==> src/rtl/multicycle_ctrl_pkg.sv <==
// Shared encodings for the multicycle controller: state codes, opcodes,
// ALU operation codes and datapath mux selects.
package multicycle_ctrl_pkg;

    typedef enum logic [3:0] {
        S_FETCH  = 4'd0,
        S_DECODE = 4'd1,
        S_MEMADR = 4'd2,
        S_MEMRD  = 4'd3,
        S_MEMWB  = 4'd4,
        S_MEMWR  = 4'd5,
        S_EXEC   = 4'd6,
        S_RWB    = 4'd7,
        S_BRANCH = 4'd8,
        S_JUMP   = 4'd9,
        S_ADDIEX = 4'd10,
        S_ADDIWB = 4'd11
    } state_e;

    localparam logic [5:0] OP_R    = 6'b000000;
    localparam logic [5:0] OP_LW   = 6'b100011;
    localparam logic [5:0] OP_SW   = 6'b101011;
    localparam logic [5:0] OP_BEQ  = 6'b000100;
    localparam logic [5:0] OP_J    = 6'b000010;
    localparam logic [5:0] OP_ADDI = 6'b001000;

    localparam logic [2:0] ALUOP_ADD   = 3'b000;
    localparam logic [2:0] ALUOP_SUB   = 3'b001;
    localparam logic [2:0] ALUOP_FUNCT = 3'b010;

    localparam logic [1:0] SRCB_REG    = 2'b00;
    localparam logic [1:0] SRCB_FOUR   = 2'b01;
    localparam logic [1:0] SRCB_IMM    = 2'b10;
    localparam logic [1:0] SRCB_IMM_SH = 2'b11;

    localparam logic [1:0] PCSRC_ALU    = 2'b00;
    localparam logic [1:0] PCSRC_ALUOUT = 2'b01;
    localparam logic [1:0] PCSRC_JUMP   = 2'b10;

    typedef struct packed {
        logic       pc_write;
        logic       pc_write_cond;
        logic       iord;
        logic       mem_read;
        logic       mem_write;
        logic       ir_write;
        logic       mem_to_reg;
        logic       reg_write;
        logic       reg_dst;
        logic       alu_src_a;
        logic [1:0] alu_src_b;
        logic [1:0] pc_source;
        logic [2:0] alu_op;
        logic       illegal;
    } ctrl_t;

endpackage

==> src/rtl/multicycle_ctrl_if.sv <==
// Opcode/handshake inputs and datapath control outputs of the controller.
interface multicycle_ctrl_if;
    logic [5:0] op;
    logic       mem_ready;
    logic       pc_write;
    logic       pc_write_cond;
    logic       iord;
    logic       mem_read;
    logic       mem_write;
    logic       ir_write;
    logic       mem_to_reg;
    logic       reg_write;
    logic       reg_dst;
    logic       alu_src_a;
    logic [1:0] alu_src_b;
    logic [1:0] pc_source;
    logic [2:0] alu_op;
    logic [3:0] state;
    logic       illegal;

    modport ctrl (
        input  op, mem_ready,
        output pc_write, pc_write_cond, iord, mem_read, mem_write, ir_write,
               mem_to_reg, reg_write, reg_dst, alu_src_a, alu_src_b,
               pc_source, alu_op, state, illegal
    );

    modport dp (
        output op, mem_ready,
        input  pc_write, pc_write_cond, iord, mem_read, mem_write, ir_write,
               mem_to_reg, reg_write, reg_dst, alu_src_a, alu_src_b,
               pc_source, alu_op, state, illegal
    );
endinterface

==> src/rtl/multicycle_ctrl.sv <==
// Multicycle CPU main controller: Moore FSM sequencing fetch, decode and
// per-instruction execute steps, with memory waits on MemReady.
module multicycle_ctrl
    import multicycle_ctrl_pkg::*;
(
    input  logic              clk,
    input  logic              rst_n,
    multicycle_ctrl_if.ctrl   bus_io
);

    state_e state_q, state_d;
    ctrl_t  ctrl;

    always_ff @(posedge clk or negedge rst_n) begin
        if (!rst_n) state_q <= S_FETCH;
        else        state_q <= state_d;
    end

    // Outputs are gated by rst_n so that FETCH's MemRead is not driven during reset.
    always_comb begin
        state_d = S_FETCH;
        ctrl    = '0;
        if (rst_n) begin
            case (state_q)
                S_FETCH: begin
                    ctrl.mem_read  = 1'b1;
                    ctrl.alu_src_b = SRCB_FOUR;
                    ctrl.alu_op    = ALUOP_ADD;
                    ctrl.pc_source = PCSRC_ALU;
                    ctrl.ir_write  = bus_io.mem_ready;
                    ctrl.pc_write  = bus_io.mem_ready;
                    state_d        = bus_io.mem_ready ? S_DECODE : S_FETCH;
                end
                S_DECODE: begin
                    ctrl.alu_src_b = SRCB_IMM_SH;
                    ctrl.alu_op    = ALUOP_ADD;
                    case (bus_io.op)
                        OP_LW, OP_SW: state_d = S_MEMADR;
                        OP_R:         state_d = S_EXEC;
                        OP_BEQ:       state_d = S_BRANCH;
                        OP_J:         state_d = S_JUMP;
                        OP_ADDI:      state_d = S_ADDIEX;
                        default: begin
                            state_d      = S_FETCH;
                            ctrl.illegal = 1'b1;
                        end
                    endcase
                end
                S_MEMADR: begin
                    ctrl.alu_src_a = 1'b1;
                    ctrl.alu_src_b = SRCB_IMM;
                    ctrl.alu_op    = ALUOP_ADD;
                    state_d        = (bus_io.op == OP_LW) ? S_MEMRD : S_MEMWR;
                end
                S_MEMRD: begin
                    ctrl.mem_read = 1'b1;
                    ctrl.iord     = 1'b1;
                    state_d       = bus_io.mem_ready ? S_MEMWB : S_MEMRD;
                end
                S_MEMWB: begin
                    ctrl.reg_write  = 1'b1;
                    ctrl.mem_to_reg = 1'b1;
                end
                S_MEMWR: begin
                    ctrl.mem_write = 1'b1;
                    ctrl.iord      = 1'b1;
                    state_d        = bus_io.mem_ready ? S_FETCH : S_MEMWR;
                end
                S_EXEC: begin
                    ctrl.alu_src_a = 1'b1;
                    ctrl.alu_src_b = SRCB_REG;
                    ctrl.alu_op    = ALUOP_FUNCT;
                    state_d        = S_RWB;
                end
                S_RWB: begin
                    ctrl.reg_write = 1'b1;
                    ctrl.reg_dst   = 1'b1;
                end
                S_BRANCH: begin
                    ctrl.alu_src_a     = 1'b1;
                    ctrl.alu_src_b     = SRCB_REG;
                    ctrl.alu_op        = ALUOP_SUB;
                    ctrl.pc_write_cond = 1'b1;
                    ctrl.pc_source     = PCSRC_ALUOUT;
                end
                S_JUMP: begin
                    ctrl.pc_write  = 1'b1;
                    ctrl.pc_source = PCSRC_JUMP;
                end
                S_ADDIEX: begin
                    ctrl.alu_src_a = 1'b1;
                    ctrl.alu_src_b = SRCB_IMM;
                    ctrl.alu_op    = ALUOP_ADD;
                    state_d        = S_ADDIWB;
                end
                S_ADDIWB: begin
                    ctrl.reg_write = 1'b1;
                end
                default: state_d = S_FETCH;
            endcase
        end
    end

    assign bus_io.pc_write      = ctrl.pc_write;
    assign bus_io.pc_write_cond = ctrl.pc_write_cond;
    assign bus_io.iord          = ctrl.iord;
    assign bus_io.mem_read      = ctrl.mem_read;
    assign bus_io.mem_write     = ctrl.mem_write;
    assign bus_io.ir_write      = ctrl.ir_write;
    assign bus_io.mem_to_reg    = ctrl.mem_to_reg;
    assign bus_io.reg_write     = ctrl.reg_write;
    assign bus_io.reg_dst       = ctrl.reg_dst;
    assign bus_io.alu_src_a     = ctrl.alu_src_a;
    assign bus_io.alu_src_b     = ctrl.alu_src_b;
    assign bus_io.pc_source     = ctrl.pc_source;
    assign bus_io.alu_op        = ctrl.alu_op;
    assign bus_io.illegal       = ctrl.illegal;
    assign bus_io.state         = state_q;

endmodule

==> src/flat_wrapper.sv <==
// flat-port wrapper written by rule: the top's interface ports become plain ports
module multicycle_ctrl_flat import multicycle_ctrl_pkg::*;
  (clk, rst_n, bus_io_op, bus_io_mem_ready, bus_io_pc_write, bus_io_pc_write_cond, bus_io_iord, bus_io_mem_read, bus_io_mem_write, bus_io_ir_write, bus_io_mem_to_reg, bus_io_reg_write, bus_io_reg_dst, bus_io_alu_src_a, bus_io_alu_src_b, bus_io_pc_source, bus_io_alu_op, bus_io_state, bus_io_illegal);
  multicycle_ctrl_if bus_io_i ();
  input  logic clk;
  input  logic rst_n;
  input wire logic [$bits(bus_io_i.op)-1:0] bus_io_op;
  input wire logic [$bits(bus_io_i.mem_ready)-1:0] bus_io_mem_ready;
  output wire logic [$bits(bus_io_i.pc_write)-1:0] bus_io_pc_write;
  output wire logic [$bits(bus_io_i.pc_write_cond)-1:0] bus_io_pc_write_cond;
  output wire logic [$bits(bus_io_i.iord)-1:0] bus_io_iord;
  output wire logic [$bits(bus_io_i.mem_read)-1:0] bus_io_mem_read;
  output wire logic [$bits(bus_io_i.mem_write)-1:0] bus_io_mem_write;
  output wire logic [$bits(bus_io_i.ir_write)-1:0] bus_io_ir_write;
  output wire logic [$bits(bus_io_i.mem_to_reg)-1:0] bus_io_mem_to_reg;
  output wire logic [$bits(bus_io_i.reg_write)-1:0] bus_io_reg_write;
  output wire logic [$bits(bus_io_i.reg_dst)-1:0] bus_io_reg_dst;
  output wire logic [$bits(bus_io_i.alu_src_a)-1:0] bus_io_alu_src_a;
  output wire logic [$bits(bus_io_i.alu_src_b)-1:0] bus_io_alu_src_b;
  output wire logic [$bits(bus_io_i.pc_source)-1:0] bus_io_pc_source;
  output wire logic [$bits(bus_io_i.alu_op)-1:0] bus_io_alu_op;
  output wire logic [$bits(bus_io_i.state)-1:0] bus_io_state;
  output wire logic [$bits(bus_io_i.illegal)-1:0] bus_io_illegal;
  assign bus_io_i.op = bus_io_op;
  assign bus_io_i.mem_ready = bus_io_mem_ready;
  assign bus_io_pc_write = bus_io_i.pc_write;
  assign bus_io_pc_write_cond = bus_io_i.pc_write_cond;
  assign bus_io_iord = bus_io_i.iord;
  assign bus_io_mem_read = bus_io_i.mem_read;
  assign bus_io_mem_write = bus_io_i.mem_write;
  assign bus_io_ir_write = bus_io_i.ir_write;
  assign bus_io_mem_to_reg = bus_io_i.mem_to_reg;
  assign bus_io_reg_write = bus_io_i.reg_write;
  assign bus_io_reg_dst = bus_io_i.reg_dst;
  assign bus_io_alu_src_a = bus_io_i.alu_src_a;
  assign bus_io_alu_src_b = bus_io_i.alu_src_b;
  assign bus_io_pc_source = bus_io_i.pc_source;
  assign bus_io_alu_op = bus_io_i.alu_op;
  assign bus_io_state = bus_io_i.state;
  assign bus_io_illegal = bus_io_i.illegal;
  multicycle_ctrl u_core (.clk(clk), .rst_n(rst_n), .bus_io(bus_io_i));
endmodule
==> config.mk <==
export PLATFORM = sky130hd
export DESIGN_NAME = multicycle_ctrl_flat
export DESIGN_NICKNAME = d
export VERILOG_FILES = /design/src/rtl/multicycle_ctrl_pkg.sv /design/src/rtl/multicycle_ctrl_if.sv /design/src/rtl/multicycle_ctrl.sv /design/src/flat_wrapper.sv
export SDC_FILE = /design/constraint.sdc
export NUM_CORES = 1
export LEC_CHECK = 0
export CORE_MARGIN = 5
export CORE_UTILIZATION = 25
export DETAILED_ROUTE_END_ITERATION = 10
export PLACE_DENSITY_LB_ADDON = 0.1
export SLEW_MARGIN = 10
export SYNTH_ARGS = -nofsm -noshare
export SYNTH_HDL_FRONTEND = slang
export SYNTH_SLANG_ARGS = --single-unit
export TNS_END_PERCENT = 20
==> constraint.sdc <==
create_clock -name clk -period 1.55 [get_ports clk]
set_input_delay 0.2325 -clock clk [delete_from_list [all_inputs] [get_ports clk]]
set_output_delay 0.2325 -clock clk [all_outputs]
set_load 0.01 [all_outputs]
==> results.json, run 1 <==
{
  "crit_top_cell": "a21oi_1",
  "cts_buffers": 3,
  "nets": 172,
  "met3_length_um": 156,
  "cp.arrival_ns": 1.85,
  "cp.required_ns": 1.70,
  "p_leak_nw": 0.676,
  "skew_ns": 0.0114,
  "syn2layout_area_growth_pct": 115,
  "power_density_nw_per_um2": 329,
  "cts_hold_buf": 0,
  "fin_area_um2": 1380,
  "start_util": 0.259,
  "die_area_um2": 3680,
  "yosys.cell_types.count": 37,
  "multi_input_area_um2": 588,
  "wl_met1_um": 964,
  "drive_gt1_frac": 0.609,
  "ys_ff_latch": 4,
  "grt-ovfl-total": 0,
  "timing.hold.ws_ns": 0.0763,
  "drt_iter0_drc": 22,
  "max-clock-path-buffers": 2,
  "fp.dieW_um": 60.7,
  "portBuffers": 29,
  "syn_nets": 101,
  "numClockSinks": 4,
  "max_cap_violations": 0,
  "top_layer_used": "met3",
  "fill_cells": 237,
  "wl_met2_mm": 1.29,
  "ys.flop_type": "dfrtp_1",
  "n_antenna_cell": 0,
  "first_global_vias": 907,
  "grt_pass1_wl_mm": 3.80,
  "track_usage": 0.133,
  "wl_mm": 2.41,
  "num_vias": 935,
  "grt_max_degree": 10,
  "ys_seq_area_frac": 0.156,
  "drv_slew": 0,
  "seq_area_um2": 104,
  "die_h_um": 60.7,
  "gp_congestion": 0.802,
  "status": "complete, but fails checks",
  "clock_latency_ns": 0.25,
  "async_reset_ff_frac": 1.00,
  "fmax_ghz": 0.587,
  "cts_max_level": 1,
  "dr.pass1.iters": 4,
  "drc": 0,
  "violations": "setup timing",
  "largest_reg_flops": 4,
  "avgSynthCellArea_um2": 6.98,
  "cts.root.buffer_cell": "clkbuf_4",
  "fin_cells": 191,
  "startpoint_type": "flip-flop",
  "final_util": 0.558,
  "clk_pin_slew_ns": 0.04,
  "syn-cell-area_um2": 642,
  "placed_cells": 177,
  "placed_area_um2": 1180,
  "syn-instance-count": 92,
  "antenna_found_initial": 0,
  "ant_nets": 0,
  "setup.worst_path.end_class": "flip-flop",
  "wl_per_cell_um": 12.6,
  "vias_per_cell": 4.90,
  "hold_class": "primary input to async pin",
  "crit_path_top_delay_cell": "or4_4",
  "slowest_delay_ns": 0.53,
  "cts_tree": "done",
  "crit_type": "flip-flop to flip-flop",
  "path_cells": "buf_6 -> buf_4 -> or4_4 -> nor3_4 -> a21oi_1 -> a21oi_1",
  "rows": 18,
  "yosys_warnings": 0,
  "hold_viol": 0,
  "setup_viol": 16,
  "rsz0062_at_grt": "yes",
  "core_area_um2": 2480,
  "dp_hpwl_mm": 1.79,
  "period_needed_ns": 1.70,
  "cp_max_fo": 6,
  "finalWorstSetupSlack_ns": -0.154,
  "io_pins": 31,
  "synth_edf_count": 0,
  "worst_ir_drop_vdd_mv": 0.195,
  "post-route-period-util": 1.10
}
[through the flow]
step	worst slack, ns	total power, W	TNS (ns)
after detailed placement	-0.567	0.000282	-8.01
after floorplan	-0.00197	0.000178	-0.00273
after global placement	-0.568	0.000280	-7.90
after CTS	-0.212	0.000425	-2.08
after global routing	-0.210	0.000485	-3.04
final	-0.154	0.000454	-1.45
[final cells by class]
type | instances | share of cell area
timing repair buffer | 76 | 0.451
sequential | 4 | 0.0751
clock buffer | 3 | 0.0163
tap | 30 | 0.0271
multi-input combinational | 76 | 0.425
inverter | 2 | 0.00543
[cell usage in the layout (no fill, tap or decap), types with 2 or more instances in the layout]
cell	n
nor2_1	10
buf_2	10
buf_4	38
or4_4	2
xnor2_1	2
nor3_4	2
nand2_1	4
nor3_1	2
nand2b_1	3
clkdlybuf4s15_2	3
a21o_1	2
or3_4	2
dlygate4sd2_1	5
nand3b_1	2
nor3_2	4
a31oi_1	2
a21oi_1	6
dfrtp_2	3
o21ai_0	4
inv_1	2
clkbuf_2	3
clkbuf_4	3
dlymetal6s2s_1	4
nor4_2	2
nor3b_1	3
buf_6	12
[routing by layer]
metal | vias up | global-route usage
li1 | 472 | -
met2 | 25 | 0.243
met1 | 438 | 0.157
met4 | 0 | 0.0372
met5 | - | 0
met3 | 0 | 0.0277
[timing repair]
action	in CTS	in global routing
resized for setup	85	33
setup endpoints to repair	24	22
cloned	0	0
buffers inserted	5	6
pin swaps	9	5
[cell usage after synthesis (all sizes together), types with 2 or more instances]
master / count / area, um^2
xnor2: 3 / 26.3
nor2: 11 / 41.3
a21oi: 7 / 35.0
nor2b: 2 / 12.5
nor3b: 3 / 22.5
or2: 2 / 12.5
o21ai: 6 / 30.0
or4: 2 / 15.0
nor3: 8 / 40.0
nand2b: 5 / 31.3
nor4: 2 / 12.5
clkbuf: 3 / 15.0
nand3b: 2 / 15.0
inv: 2 / 7.51
a31oi: 2 / 12.5
dfrtp: 4 / 100
or3: 2 / 17.5
buf: 7 / 58.8
nand2: 4 / 15.0
a21o: 2 / 15.0
[cells by family after synthesis]
group | after synthesis | share of synthesized area
other cells | 1 | 0.00584
xor+xnor | 4 | 0.0546
buf+inv | 12 | 0.127
flops | 4 | 0.156
simple gates | 48 | 0.433
compound gates | 23 | 0.224
[worst max-delay path, delay by kind of cell, from the launching register on]
| kind | cells | cell delay [ns] |
|---|---|---|
| and+or+nand+nor | 2 | 0.67 |
| AOI/OAI and AO/OA | 2 | 0.23 |
| DFF | 1 | 0.43 |
| buffers and inverters | 2 | 0.29 |
[where the power goes]
group	total (W)	leakage [nW]	internal, W	switching [W]
Clock	0.000136	0.0138	0.0000870	0.0000492
Combinational	0.000208	0.612	0.000121	0.0000870
Sequential	0.000110	0.0502	0.000107	0.00000308
[path summary, 6_finish.rpt]
path	end	depth (start not counted)	slack [ns]	start
max	u_core.bus_io.state[0]	6	-0.15	u_core.bus_io.state[2]
min in group clk	u_core.bus_io.state[2]	4	0.50	bus_io_op[1]
min reg2reg	u_core.bus_io.state[3]	3	0.72	u_core.bus_io.state[3]
min	u_core.bus_io.state[3]	3	0.08	rst_n
max in group asynchronous	u_core.bus_io.state[2]	3	1.33	rst_n
max reg2reg	u_core.bus_io.state[0]	6	-0.15	u_core.bus_io.state[2]
No activity file was read; power rests on OpenSTA's default activity.
==> run 2, diff against run 1 <==
--- a/config.mk
+++ b/config.mk
@@ -5,10 +5,12 @@
 export SDC_FILE = /design/constraint.sdc
 export NUM_CORES = 1
 export LEC_CHECK = 0
+export ABC_CLOCK_PERIOD_IN_PS = 1550
 export CORE_MARGIN = 5
 export CORE_UTILIZATION = 25
 export DETAILED_ROUTE_END_ITERATION = 10
 export PLACE_DENSITY_LB_ADDON = 0.1
+export REMOVE_ABC_BUFFERS = 1
 export SLEW_MARGIN = 10
 export SYNTH_ARGS = -nofsm -noshare
 export SYNTH_HDL_FRONTEND = slang
==> run 2 against run 1 <==
The run still ends with setup timing left. Die area did not move. Via count decreased by 3.1%. Critical path depth is 2 lower. Largest cell class is now multi-input combinational cells. Fmax increased by 2.8%.
==> results.json, run 2 (same netlist as run 1, synthesis figures left out) <==
{
  "cp.required_ns": 1.32,
  "power_density_nw_per_um2": 318,
  "crit_path_top_delay_cell": "dfrtp_2",
  "p_leak_nw": 0.590,
  "grt_max_degree": 11,
  "fmax_ghz": 0.603,
  "status": "complete, but fails checks",
  "cp.arrival_ns": 1.43,
  "placed_cells": 174,
  "grt_pass1_wl_mm": 4.08,
  "violations": "setup timing",
  "r2r-start": "u_core.bus_io.state[2]",
  "multi_input_area_um2": 603,
  "start_util": 0.259,
  "clk_pin_slew_ns": 0.04,
  "max_cap_violations": 0,
  "slowest_delay_ns": 0.48,
  "dr.pass1.iters": 4,
  "final_util": 0.529,
  "rows": 18,
  "numClockSinks": 4,
  "final_cell_mix": "32 x buf_4, 11 x buf_2, 10 x nor2_1, 10 x dlygate4sd2_1, 9 x buf_6",
  "clock_latency_ns": 0.23,
  "n_antenna_cell": 0,
  "vias_per_cell": 4.95,
  "cts.root.buffer_cell": "clkbuf_4",
  "portBuffers": 29,
  "max-clock-path-buffers": 2,
  "setup_viol": 14,
  "track_usage": 0.145,
  "rsz0062_at_grt": "yes",
  "fill_cells": 261,
  "setup.worst_path.end_class": "output pin",
  "drt_iter0_drc": 13,
  "wl_per_cell_um": 13.2,
  "antenna_found_initial": 0,
  "core_area_um2": 2480,
  "worst_ir_drop_vdd_mv": 0.327,
  "final_common_cell": "buf_4",
  "grt-ovfl-total": 0,
  "period_needed_ns": 1.66,
  "ant_nets": 0,
  "wl_mm": 2.42,
  "cts_buffers": 3,
  "largest_reg_flops": 4,
  "finalWorstSetupSlack_ns": -0.108,
  "nets": 164,
  "first_global_vias": 960,
  "startpoint_type": "flip-flop",
  "skew_ns": 0.00516,
  "drive_gt1_frac": 0.569,
  "io_pins": 31,
  "crit_start": "u_core.bus_io.state[2]",
  "fin_cells": 183,
  "cp_max_fo": 8,
  "hold_viol": 0,
  "hold_class": "primary input to async pin",
  "dp_hpwl_mm": 1.77,
  "cts_tree": "done",
  "die_h_um": 60.7,
  "cts_max_level": 1,
  "syn2layout_area_growth_pct": 104,
  "fp.dieW_um": 60.7,
  "drv_slew": 0,
  "seq_area_um2": 104,
  "post-route-period-util": 1.07,
  "crit_type": "flip-flop to output pin",
  "die_area_um2": 3680,
  "num_vias": 906,
  "cts_hold_buf": 0,
  "finalSetupTns_ns": -0.618,
  "path_cells": "buf_4 -> nor3_2 -> o311a_4 -> buf_6",
  "drc": 0,
  "gp_congestion": 0.728
}
[run 2: what timing repair did]
| action | in CTS | in global routing |
|---|---|---|
| setup endpoints to repair | 24 | 21 |
| setup buffers | 6 | 0 |
| gates resized for setup | 105 | 12 |
| pin swaps | 11 | 4 |
[run 2: where the power goes]
group          internal (W)  total, W  switching [W]  leakage, nW
logic             0.0000969  0.000179      0.0000820        0.526
registers          0.000108  0.000112     0.00000414       0.0502
clock network     0.0000864  0.000126      0.0000395       0.0138
[run 2: worst paths after layout]
check | end | slack (ns) | cells past startpoint
worst min register to register | u_core.bus_io.state[1] | 0.68 | 2
min in group clk | u_core.bus_io.state[2] | 0.60 | 4
max in group asynchronous | u_core.bus_io.state[0] | 1.24 | 2
worst max-delay path | bus_io_illegal | -0.11 | 4
worst min-delay path | u_core.bus_io.state[3] | 0.18 | 2
worst max register to register | u_core.bus_io.state[0] | -0.09 | 5
[run 2: stage by stage]
stage	total power (W)	cell area [um^2]	hold slack (ns)	setup slack [ns]
floorplan	0.000165	568	-0.0631	-0.144
global placement	0.000273	1140	0.650	-0.567
detailed placement	0.000275	1140	0.624	-0.580
CTS	0.000412	1280	0.172	-0.146
global route	0.000447	1310	0.199	-0.166
finish	0.000416	1310	0.179	-0.108
[run 2: layout make-up]
type / instances / share of cell area
sequential: 4 / 0.0792
inverter: 2 / 0.00573
tap: 30 / 0.0286
multi-input combinational: 76 / 0.460
timing repair buffer: 68 / 0.409
clock buffer: 3 / 0.0172
[run 2: worst max-delay path: cells and delay by family (launching register included)]
kind	cells	cell delay (ns)
flops	1	0.48
simple gates	1	0.23
buf+inv	2	0.25
compound gates	1	0.23
[run 2: per-layer routing]
layer / track usage / vias up / routed length [um]
met5: 0 / - / 0
met4: 0.0279 / 0 / 0
met3: 0.0298 / 0 / 177
met2: 0.290 / 31 / 1320
met1: 0.155 / 422 / 925
li1: - / 453 / -
